$ cat config.mk
export PLATFORM = sky130hd
export DESIGN_NAME = trap_unit
export DESIGN_NICKNAME = d
export VERILOG_FILES = /design/src/rtl/trap_pkg.sv /design/src/rtl/trap_prio_enc.sv /design/src/rtl/trap_unit.sv
export SDC_FILE = /design/constraint.sdc
export NUM_CORES = 1
export LEC_CHECK = 0
export BUFFER_PORTS_ARGS = -buffer_cell sky130_fd_sc_hd__buf_2
export CORE_MARGIN = 5
export CORE_UTILIZATION = 35
export CTS_CLUSTER_DIAMETER = 120
export DETAILED_ROUTE_END_ITERATION = 10
export GPL_ROUTABILITY_DRIVEN = 0
export PLACE_DENSITY_LB_ADDON = 0.05
export SLEW_MARGIN = 20
export SYNTH_ARGS = -nofsm -noshare
export SYNTH_HDL_FRONTEND = slang
export SYNTH_SLANG_ARGS = --single-unit
$ cat constraint.sdc
create_clock -name clk_i -period 2.5 [get_ports clk_i]
set_clock_uncertainty 0.05 [all_clocks]
set_input_delay 0.5 -clock clk_i [delete_from_list [all_inputs] [get_ports clk_i]]
set_output_delay 0.5 -clock clk_i [all_outputs]
set_load 0.01 [all_outputs]
$ cat src/rtl/trap_pkg.sv
`default_nettype none
// ============================================================================
//  Module      : trap_pkg
//  Description : Shared trap definitions: cause bit indices, cause count,
//                cause-code width and the trap FSM state encoding. Imported
//                by the trap unit, its priority encoder and the monitor.
//  Revision    : 1.0  initial release
// ============================================================================
package trap_pkg;

    // Bit positions of the raw trap flags; lower index wins on collision.
    localparam int FETCH_ERR   = 0;
    localparam int DECODE_ERR  = 1;
    localparam int MEM_ERR     = 2;
    localparam int BRANCH_ERR  = 3;
    localparam int ECALL       = 4;
    localparam int EBREAK      = 5;

    localparam int NUM_CAUSES  = 6;
    localparam int CODE_W      = 3;

    typedef enum logic [0:0] {
        ST_IDLE    = 1'b0,
        ST_PENDING = 1'b1
    } trap_state_e;

endpackage : trap_pkg
`default_nettype wire

$ cat src/rtl/trap_prio_enc.sv
`default_nettype none
// ============================================================================
//  Module      : trap_prio_enc
//  Description : Fixed-priority select of the raw trap flags. The lowest set
//                bit wins; produces its one-hot mask, binary index and an
//                any-set flag. Purely combinational.
//  Revision    : 1.0  initial release
// ============================================================================
module trap_prio_enc
    import trap_pkg::*;
(
    input  logic [NUM_CAUSES-1:0] req_i,
    output logic [NUM_CAUSES-1:0] onehot_o,
    output logic [CODE_W-1:0]     index_o,
    output logic                  any_o
);

    // Scan from the top down so the last hit (lowest index) overrides.
    always_comb begin
        onehot_o = '0;
        index_o  = '0;
        for (int i = NUM_CAUSES - 1; i >= 0; i--) begin
            if (req_i[i]) begin
                onehot_o    = '0;
                onehot_o[i] = 1'b1;
                index_o     = CODE_W'(i);
            end
        end
        any_o = |req_i;
    end

endmodule : trap_prio_enc
`default_nettype wire

$ cat src/rtl/trap_unit.sv
`default_nettype none
// ============================================================================
//  Module      : trap_unit
//  Description : Commit-stage trap latch. Captures the highest-priority trap
//                with its PC and tval, presents it to the monitor until it is
//                acknowledged, pulses a pipeline flush on each capture and
//                flags traps dropped while one is pending (sticky overrun).
//                Optional macro TRAP_UNIT_COUNT_EN adds a saturating 32-bit
//                count of accepted traps on trap_count_o.
//  Revision    : 1.0  initial release
// ============================================================================
module trap_unit
    import trap_pkg::*;
#(
    parameter int DATA_WIDTH = 64
) (
    input  logic                  clk_i,
    input  logic                  rst_i,
    input  logic                  valid_i,
    input  logic [NUM_CAUSES-1:0] cause_i,
    input  logic [DATA_WIDTH-1:0] pc_i,
    input  logic [DATA_WIDTH-1:0] tval_i,
    input  logic                  trap_ack_i,
    output logic [NUM_CAUSES-1:0] exceptions_o,
    output logic [CODE_W-1:0]     cause_code_o,
    output logic [DATA_WIDTH-1:0] epc_o,
    output logic [DATA_WIDTH-1:0] tval_o,
    output logic                  trap_valid_o,
    output logic                  flush_o,
    output logic                  overrun_o
`ifdef TRAP_UNIT_COUNT_EN
    ,
    output logic [31:0]           trap_count_o
`endif
);

    trap_state_e           state_q, state_d;
    logic [NUM_CAUSES-1:0] exc_q, exc_d;
    logic [CODE_W-1:0]     code_q, code_d;
    logic [DATA_WIDTH-1:0] epc_q, epc_d;
    logic [DATA_WIDTH-1:0] tval_q, tval_d;
    logic                  flush_q, flush_d;
    logic                  ovr_q, ovr_d;
    logic                  armed_q;

    logic [NUM_CAUSES-1:0] enc_onehot;
    logic [CODE_W-1:0]     enc_index;
    logic                  enc_any;
    logic                  new_trap;
    logic                  accept;

    trap_prio_enc u_prio_enc (
        .req_i    (cause_i),
        .onehot_o (enc_onehot),
        .index_o  (enc_index),
        .any_o    (enc_any)
    );

    // A trap is only seen with valid_i, and never in the first cycle after reset.
    assign new_trap = armed_q & valid_i & enc_any;

    // Next-state and capture logic for the IDLE/PENDING handshake.
    always_comb begin
        state_d = state_q;
        exc_d   = exc_q;
        code_d  = code_q;
        epc_d   = epc_q;
        tval_d  = tval_q;
        flush_d = 1'b0;
        ovr_d   = ovr_q;
        accept  = 1'b0;
        case (state_q)
            ST_IDLE: begin
                accept = new_trap;
            end
            ST_PENDING: begin
                if (trap_ack_i) begin
                    accept = new_trap;
                    if (!new_trap) begin
                        state_d = ST_IDLE;
                        exc_d   = '0;
                        code_d  = '0;
                    end
                end else if (new_trap) begin
                    ovr_d = 1'b1;
                end
            end
            default: state_d = ST_IDLE;
        endcase
        if (accept) begin
            state_d = ST_PENDING;
            exc_d   = enc_onehot;
            code_d  = enc_index;
            epc_d   = pc_i;
            tval_d  = tval_i;
            flush_d = 1'b1;
        end
    end

    // State and latched trap registers; everything clears on reset.
    always_ff @(posedge clk_i or negedge rst_i) begin
        if (!rst_i) begin
            state_q <= ST_IDLE;
            exc_q   <= '0;
            code_q  <= '0;
            epc_q   <= '0;
            tval_q  <= '0;
            flush_q <= 1'b0;
            ovr_q   <= 1'b0;
        end else begin
            state_q <= state_d;
            exc_q   <= exc_d;
            code_q  <= code_d;
            epc_q   <= epc_d;
            tval_q  <= tval_d;
            flush_q <= flush_d;
            ovr_q   <= ovr_d;
        end
    end

    // Arms capture one edge after reset release.
    always_ff @(posedge clk_i or negedge rst_i) begin
        if (!rst_i) begin
            armed_q <= 1'b0;
        end else begin
            armed_q <= 1'b1;
        end
    end

`ifdef TRAP_UNIT_COUNT_EN
    logic [31:0] count_q;

    // Saturating count of accepted (not dropped) traps.
    always_ff @(posedge clk_i or negedge rst_i) begin
        if (!rst_i) begin
            count_q <= '0;
        end else if (accept && (count_q != 32'hFFFF_FFFF)) begin
            count_q <= count_q + 32'd1;
        end
    end

    assign trap_count_o = count_q;
`endif

    assign exceptions_o = exc_q;
    assign cause_code_o = code_q;
    assign epc_o        = epc_q;
    assign tval_o       = tval_q;
    assign trap_valid_o = (state_q == ST_PENDING);
    assign flush_o      = flush_q;
    assign overrun_o    = ovr_q;

endmodule : trap_unit
`default_nettype wire

==> out/summary.txt, run 1 <==
Port bufs = 277
Avg Inst Size Synth = 16.7 um2
Setup Viol. Count Final = 0
Slew Limit Fails = 0
Fin. Hold Viols = 0
Setup_tns = 0 ns
Worst Path Required = 2.74 ns
Nature of the critical path startpoint = flop
Max-cap viol count = 0
Pin count of the biggest net entering global routing = 74
YS warnings = 0
Core Rows = 45
Num CTS Buffers = 17
Yosys cell types = 24
Mux contribution to synthesized area = 29.8%
RSZ-0062 raised after global routing = false
Via count of the routed design = 3756
Final cycle utilization of the critical path = 79.1%
Gate power share = 21.4%
Global route overflow = 0
Remaining antenna violation count = 0
CTS tree = built
Post-Synth Adder-Cell Area = 0%
Post-route minimum period = 1.98 ns
Synth Instances = 328
Initial antenna violation count = 2
Worst hold-check path type = input port to flop
Initial drt markers = 119
Post-DP HPWL = 10800 um
Critical Path Sink Type = flop
CTS HTree Levels = 4
Share of cells above drive strength 1 = 70.0%
Power Density = 846 nW/um2
Root Driver = clkbuf_16
Syn_nets = 466
Area delta synth->final = 39.7%
Synth Area in XOR/XNOR = 0%
Routed Wire Length = 14100 um
Clk pin slew, worst setup/hold paths = 0.06 ns
DR pass1 iterations = 4
Die height = 135 um
Starting Density = 35.9%
Residual DRC = 0
Vias in the first global route = 3957
Synth Area in Compound Gates = 1.25%
Synth Register Bits = 141
Simple-gate share of the synthesized area = 2.33%
Hold Slack = 0.269 ns
Sequential share of power = 44.4%
Psw = 1.72 mW
Core area = 15300 um2
Total track usage = 15.3%
Largest family of logic cells by synthesized area = multiplexers
Internal power = 4.76 mW
Placed insts = 806
Non-Filler Instances = 840
Net Sw Frac = 26.6%
Worst-path maximum fanout = 73
Sequential area share after synthesis = 64.3%
Clock power share = 34.2%
Total power = 6.48 mW
Worst skew pair latency = 0.40 ns
Global-route wire length before repair = 21400 um
Nets = 753
Status = complete, no violations
Setup Buffers After CTS = 0
Post-synthesis cell area = 5480 um2
Fmax = 506 MHz
Clk sinks = 141
CTS Buffer Depth = 2
Setup CP Type = flop to flop
Top Ports = 278
CP arrival = 2.21 ns
Filler cell count = 1375
WL per Instance = 16.8 um
Die Wd = 135 um
Peak supply drop = 0.516 mV
Via density = 4.47
Die area = 18300 um2
Leakage power = 3.78 nW
==> path summary, 6_finish.rpt <==
path	slack, ns	startpoint	depth (start not counted)	end
max in group asynchronous	1.17	rst_i	3	epc_o[14]
min	0.27	tval_i[7]	2	tval_o[7]
min in group asynchronous	0.54	rst_i	2	epc_o[22]
min reg2reg	0.43	overrun_o	2	overrun_o
max reg2reg	0.52	trap_valid_o	4	tval_o[61]
max	0.52	trap_valid_o	4	tval_o[61]
==> per-stage QoR <==
stage	setup WS [ns]	area (um2)	utilization (%)
final	0.524	7660	50.2
after global routing	0.464	7660	50.2
after CTS	0.534	7650	50.2
after detailed placement	0.385	7120	46.7
after global placement	0.420	7120	46.7
after floorplan	0.737	5480	-
==> registers in the layout, indices dropped and copies added (netlist names) <==
signal / count
armed_q: 1
cause_code_o: 3
epc_o: 64
exceptions_o: 6
flush_o: 1
overrun_o: 1
trap_valid_o: 1
tval_o: 64
==> per-layer routing <==
layer	wire length (um)	track usage (%)
met1	5350	16.7
met5	7	0
met3	1540	8.58
met4	238	4.93
met2	7010	25.3
==> synth_stat cells <==
library cell	number	area share, %
dfrtp_1	141	64
mux2_4	32	8.8
buf_2	9	0.82
a21oi_1	1	0.091
mux2i_1	7	1.3
nor2_1	2	0.14
conb_1	1	0.068
nor4_4	1	0.39
inv_1	3	0.21
o2111ai_1	1	0.16
nand4_1	1	0.11
or4_1	1	0.14
a211oi_2	1	0.23
o31ai_1	2	0.27
nor3b_1	1	0.14
nor2b_1	2	0.23
nand2b_1	1	0.11
a211oi_1	1	0.14
buf_6	6	1.2
mux2_2	96	20
o21ai_0	2	0.18
nand2_1	13	0.89
a32o_1	1	0.18
nor3_1	2	0.18
==> logic make-up after synthesis <==
group / count (synthesis)
AND/OR/NAND/NOR: 24
buffers and inverters: 18
other: 1
AO/OA/AOI/OAI: 9
multiplexers: 135
flip-flops: 141
==> power groups by stage <==
stage,logic [mW],registers (mW),clock network [mW]
after floorplan,0.511,3.11,0
after global placement,1.41,2.91,0
after detailed placement,1.42,2.92,0
after CTS,1.43,2.88,2.29
after global routing,1.51,2.93,2.39
final,1.39,2.88,2.22
==> critical path: stages (launching register included) <==
cell and delay, ns:
dfrtp_1 0.40, nor2b_1 0.19, a211oi_4 0.33, buf_12 0.42
mux2_2 0.39
==> layout make-up <==
type                       instances  area, um2  share of cell area (%)
sequential                       141       3530                    46.1
multi-input combinational        169       1840                    24.0
timing repair buffer             283       1490                    19.5
clock buffer                      24        482                    6.29
tap                              211        264                    3.45
clock inverter                     7       40.0                   0.523
inverter                           3       11.3                   0.147
antenna                            2       5.00                  0.0653
==> timing repair <==
item,4_1_cts,5_1_grt
gates resized for setup,0,0
hold buffers,1,0
setup endpoints to repair,0,0
hold endpoints to repair,14,0
==> cell usage in the layout (no fill, tap or decap), drive strengths merged, types with 2 or more instances in the layout <==
master,instances
o31ai,2
o21ai,2
clkinvlp,2
buf,282
inv,3
clkbuf,24
diode,2
mux2,128
dfrtp,141
a211oi,2
nor2,2
clkinv,5
mux2i,7
nand2,13
nor2b,2
nor3,2
Power figures use the tool's default switching activity.
==> run 2, diff against run 1 <==
Settings changed: ABC_AREA from default to 1.
Clock period 2.5 ns to 1.8 ns, I/O delays scaled along.
==> out/summary.txt, run 2 <==
Status = complete, no violations
Fmax = 630 MHz (+25%)
Core Rows = 46 (+2.2%)
Setup CP Type = flop to flop
Die height = 136 um (+0.35%)
Fin. Hold Viols = 0 (unchanged)
Post-synthesis cell area = 5530 um2 (+0.75%)
Commonest non-fill, non-tap cell in the layout = nand2_1
Post-DP HPWL = 11400 um (+6.5%)
Worst Path Required = 2.09 ns (-0.65 ns)
Port bufs = 277 (unchanged)
Most frequent cells in the layout = nand2_1 (408), buf_2 (276), dfrtp_1 (141)
Area delta synth->final = 38.5%
Post-synth ARST share = 100% (unchanged)
Nature of the critical path startpoint = flop
Syn_nets = 758 (+63%)
Slowest-stage cell, CP = dfrtp_1
Power Density = 1160 nW/um2 (+37%)
Clk sinks = 141 (unchanged)
Post-route minimum period = 1.59 ns (-0.390 ns)
Antenna fix cells = 0 (-2)
Num CTS Buffers = 17 (unchanged)
RSZ-0062 raised after global routing = false
Most common cell in the netlist = nand2_1
Worst skew pair latency = 0.40 ns (about the same)
CTS HTree Levels = 4 (unchanged)
CP arrival = 1.88 ns (-0.33 ns)
Critical Path Sink Type = flop
Via count of the routed design = 4812 (+28%)
Slew Limit Fails = 0 (unchanged)
Global-route wire length before repair = 24500 um (+15%)
Top Ports = 278 (unchanged)
Pin count of the biggest net entering global routing = 74 (unchanged)
Sequential area share after synthesis = 63.9% (-0.48 points)
Post_cts resized = 0 (unchanged)
Remaining antenna violation count = 0 (unchanged)
Share of cells above drive strength 1 = 35.1% (-35 points)
Global route overflow = 0 (unchanged)
Via density = 4.28 (-4.3%)
Setup_tns = 0 ns (unchanged)
Storage cell area = 3530 um2 (unchanged)
Worst hold-check path type = input port to flop
Top cell type's share of synthesized area = 63.9% (-0.48 points)
Final cycle utilization of the critical path = 88.1% (+9.1 points)
Non-Filler Instances = 1124 (+34%)
Initial antenna violation count = 2 (unchanged)
YS warnings = 0 (unchanged)
Max incr delay on CP = 0.38 ns (-0.04 ns)
Vias in the first global route = 4832 (+22%)
Synth cell count leaders = nand2_1 (408), dfrtp_1 (141), buf_6 (16)
Starting Density = 35.2% (-0.78 points)
Peak supply drop = 0.615 mV (+19%)
Initial drt markers = 267 (+120%)
Synth Register Bits = 141 (unchanged)
Setup Buffers After CTS = 0 (unchanged)
Filler cell count = 1608 (+17%)
Area leader, netlist = dfrtp_1
Residual DRC = 0 (unchanged)
Yosys cell types = 17 (-29%)
Root Driver = clkbuf_16
DR pass1 iterations = 6 (+2)
CTS tree = built
Crit path cell chain = inv_1 -> nor2_1 -> inv_1 -> nand3_4 -> inv_4 -> buf_12 -> nand2_1 -> nand2_1
Die Wd = 136 um (+0.35%)
Die area = 18400 um2 (+0.70%)
Ys flop type = dfrtp_1
Routed Wire Length = 15500 um (+9.8%)
Core area = 15700 um2 (+3.0%)
Hold-fix buffers at CTS = 1 (unchanged)
Nets = 1035 (+37%)
Total track usage = 16.8% (+1.5 points)
Synth area leaders = dfrtp_1 (64%), nand2_1 (28%), buf_6 (3.3%), nand3_1 (0.91%), buf_2 (0.82%)
Area of the multi-input gates = 1700 um2 (-7.8%)
CTS Buffer Depth = 2 (unchanged)
Number of synthesized flops with an enable pin = 0 (unchanged)
Setup Viol. Count Final = 0 (unchanged)
Clk pin slew, worst setup/hold paths = 0.06 ns (about the same)
Synth Instances = 620 (+89%)
Max-cap viol count = 0 (unchanged)
Worst-path maximum fanout = 73 (unchanged)
WL per Instance = 13.8 um (-18%)
Utilization after layout = 48.7% (-1.5 points)
Avg Inst Size Synth = 8.91 um2 (-47%)
Placed insts = 1093 (+36%)
Leakage power = 4.55 nW (+21%)
## run 2: cell count changes after synthesis, moves of 5 or more
cell	before	now
nand2_1	13	408
mux2_2	96	0
mux2_4	32	0
buf_6	6	16
nand3_1	0	10
mux2i_1	7	0
buf_4	0	6
inv_1	3	9
nor2_1	2	7
## run 2: cell type report
class | count | area share, %
clock buffers | 22 | 6.07
clock inverters | 8 | 1.21
well taps | 216 | 3.53
flip-flops and latches | 141 | 46.1
repair buffers | 289 | 20.4
inverters | 10 | 0.523
multi-input cells | 438 | 22.2
## run 2: logic make-up after synthesis
kind of cell	after synthesis	synth area share, %
AOI/OAI and AO/OA	3	0.317
buffers and inverters	41	5.57
DFF	141	63.9
other	1	0.0679
and+or+nand+nor	434	30.2
## run 2: worst paths after layout
check	start	endpoint	slack [ns]	cells past startpoint
hold reg to reg	epc_o[10]	epc_o[10]	0.42	2
setup / recovery	trap_valid_o	exceptions_o[1]	0.21	8
min in group asynchronous	rst_i	epc_o[25]	0.40	2
max in group asynchronous	rst_i	tval_o[54]	0.73	3
setup reg to reg	trap_valid_o	exceptions_o[1]	0.21	8
hold / removal	pc_i[12]	epc_o[12]	0.09	3
## run 2: through the flow
stage               total power, mW  hold WS [ns]  setup WS (ns)  instance area [um2]
finish                         8.88        0.0945          0.214                 7650
CTS                            9.05        0.0658          0.217                 7650
global route                   9.41        0.0799         0.0633                 7650
global placement               5.64         0.269          0.174                 7090
detailed placement             5.66         0.266          0.110                 7090
floorplan                      4.76        0.0144          0.436                 5530
## run 2: layer usage
metal	up-vias	share of wire, %	global-route usage [%]
met5	-	0.12	0
met3	28	10	7.47
met4	4	2.5	6.72
met1	2177	41	20.5
li1	2416	-	-
met2	187	46	26.2
## run 2: report_power, final
group / total [mW] / leakage [nW] / switching [mW] / internal, mW
clock: 3.31 / 0.275 / 1.22 / 2.08
combinational: 1.66 / 2.52 / 0.969 / 0.695
sequential: 3.91 / 1.76 / 0.245 / 3.66
## run 2: worst max-delay path, delay by kind of cell, from the launching register on
| family | cells | cell delay, ns |
|---|---|---|
| and+or+nand+nor | 4 | 0.43 |
| buffers and inverters | 4 | 0.58 |
| DFF | 1 | 0.38 |
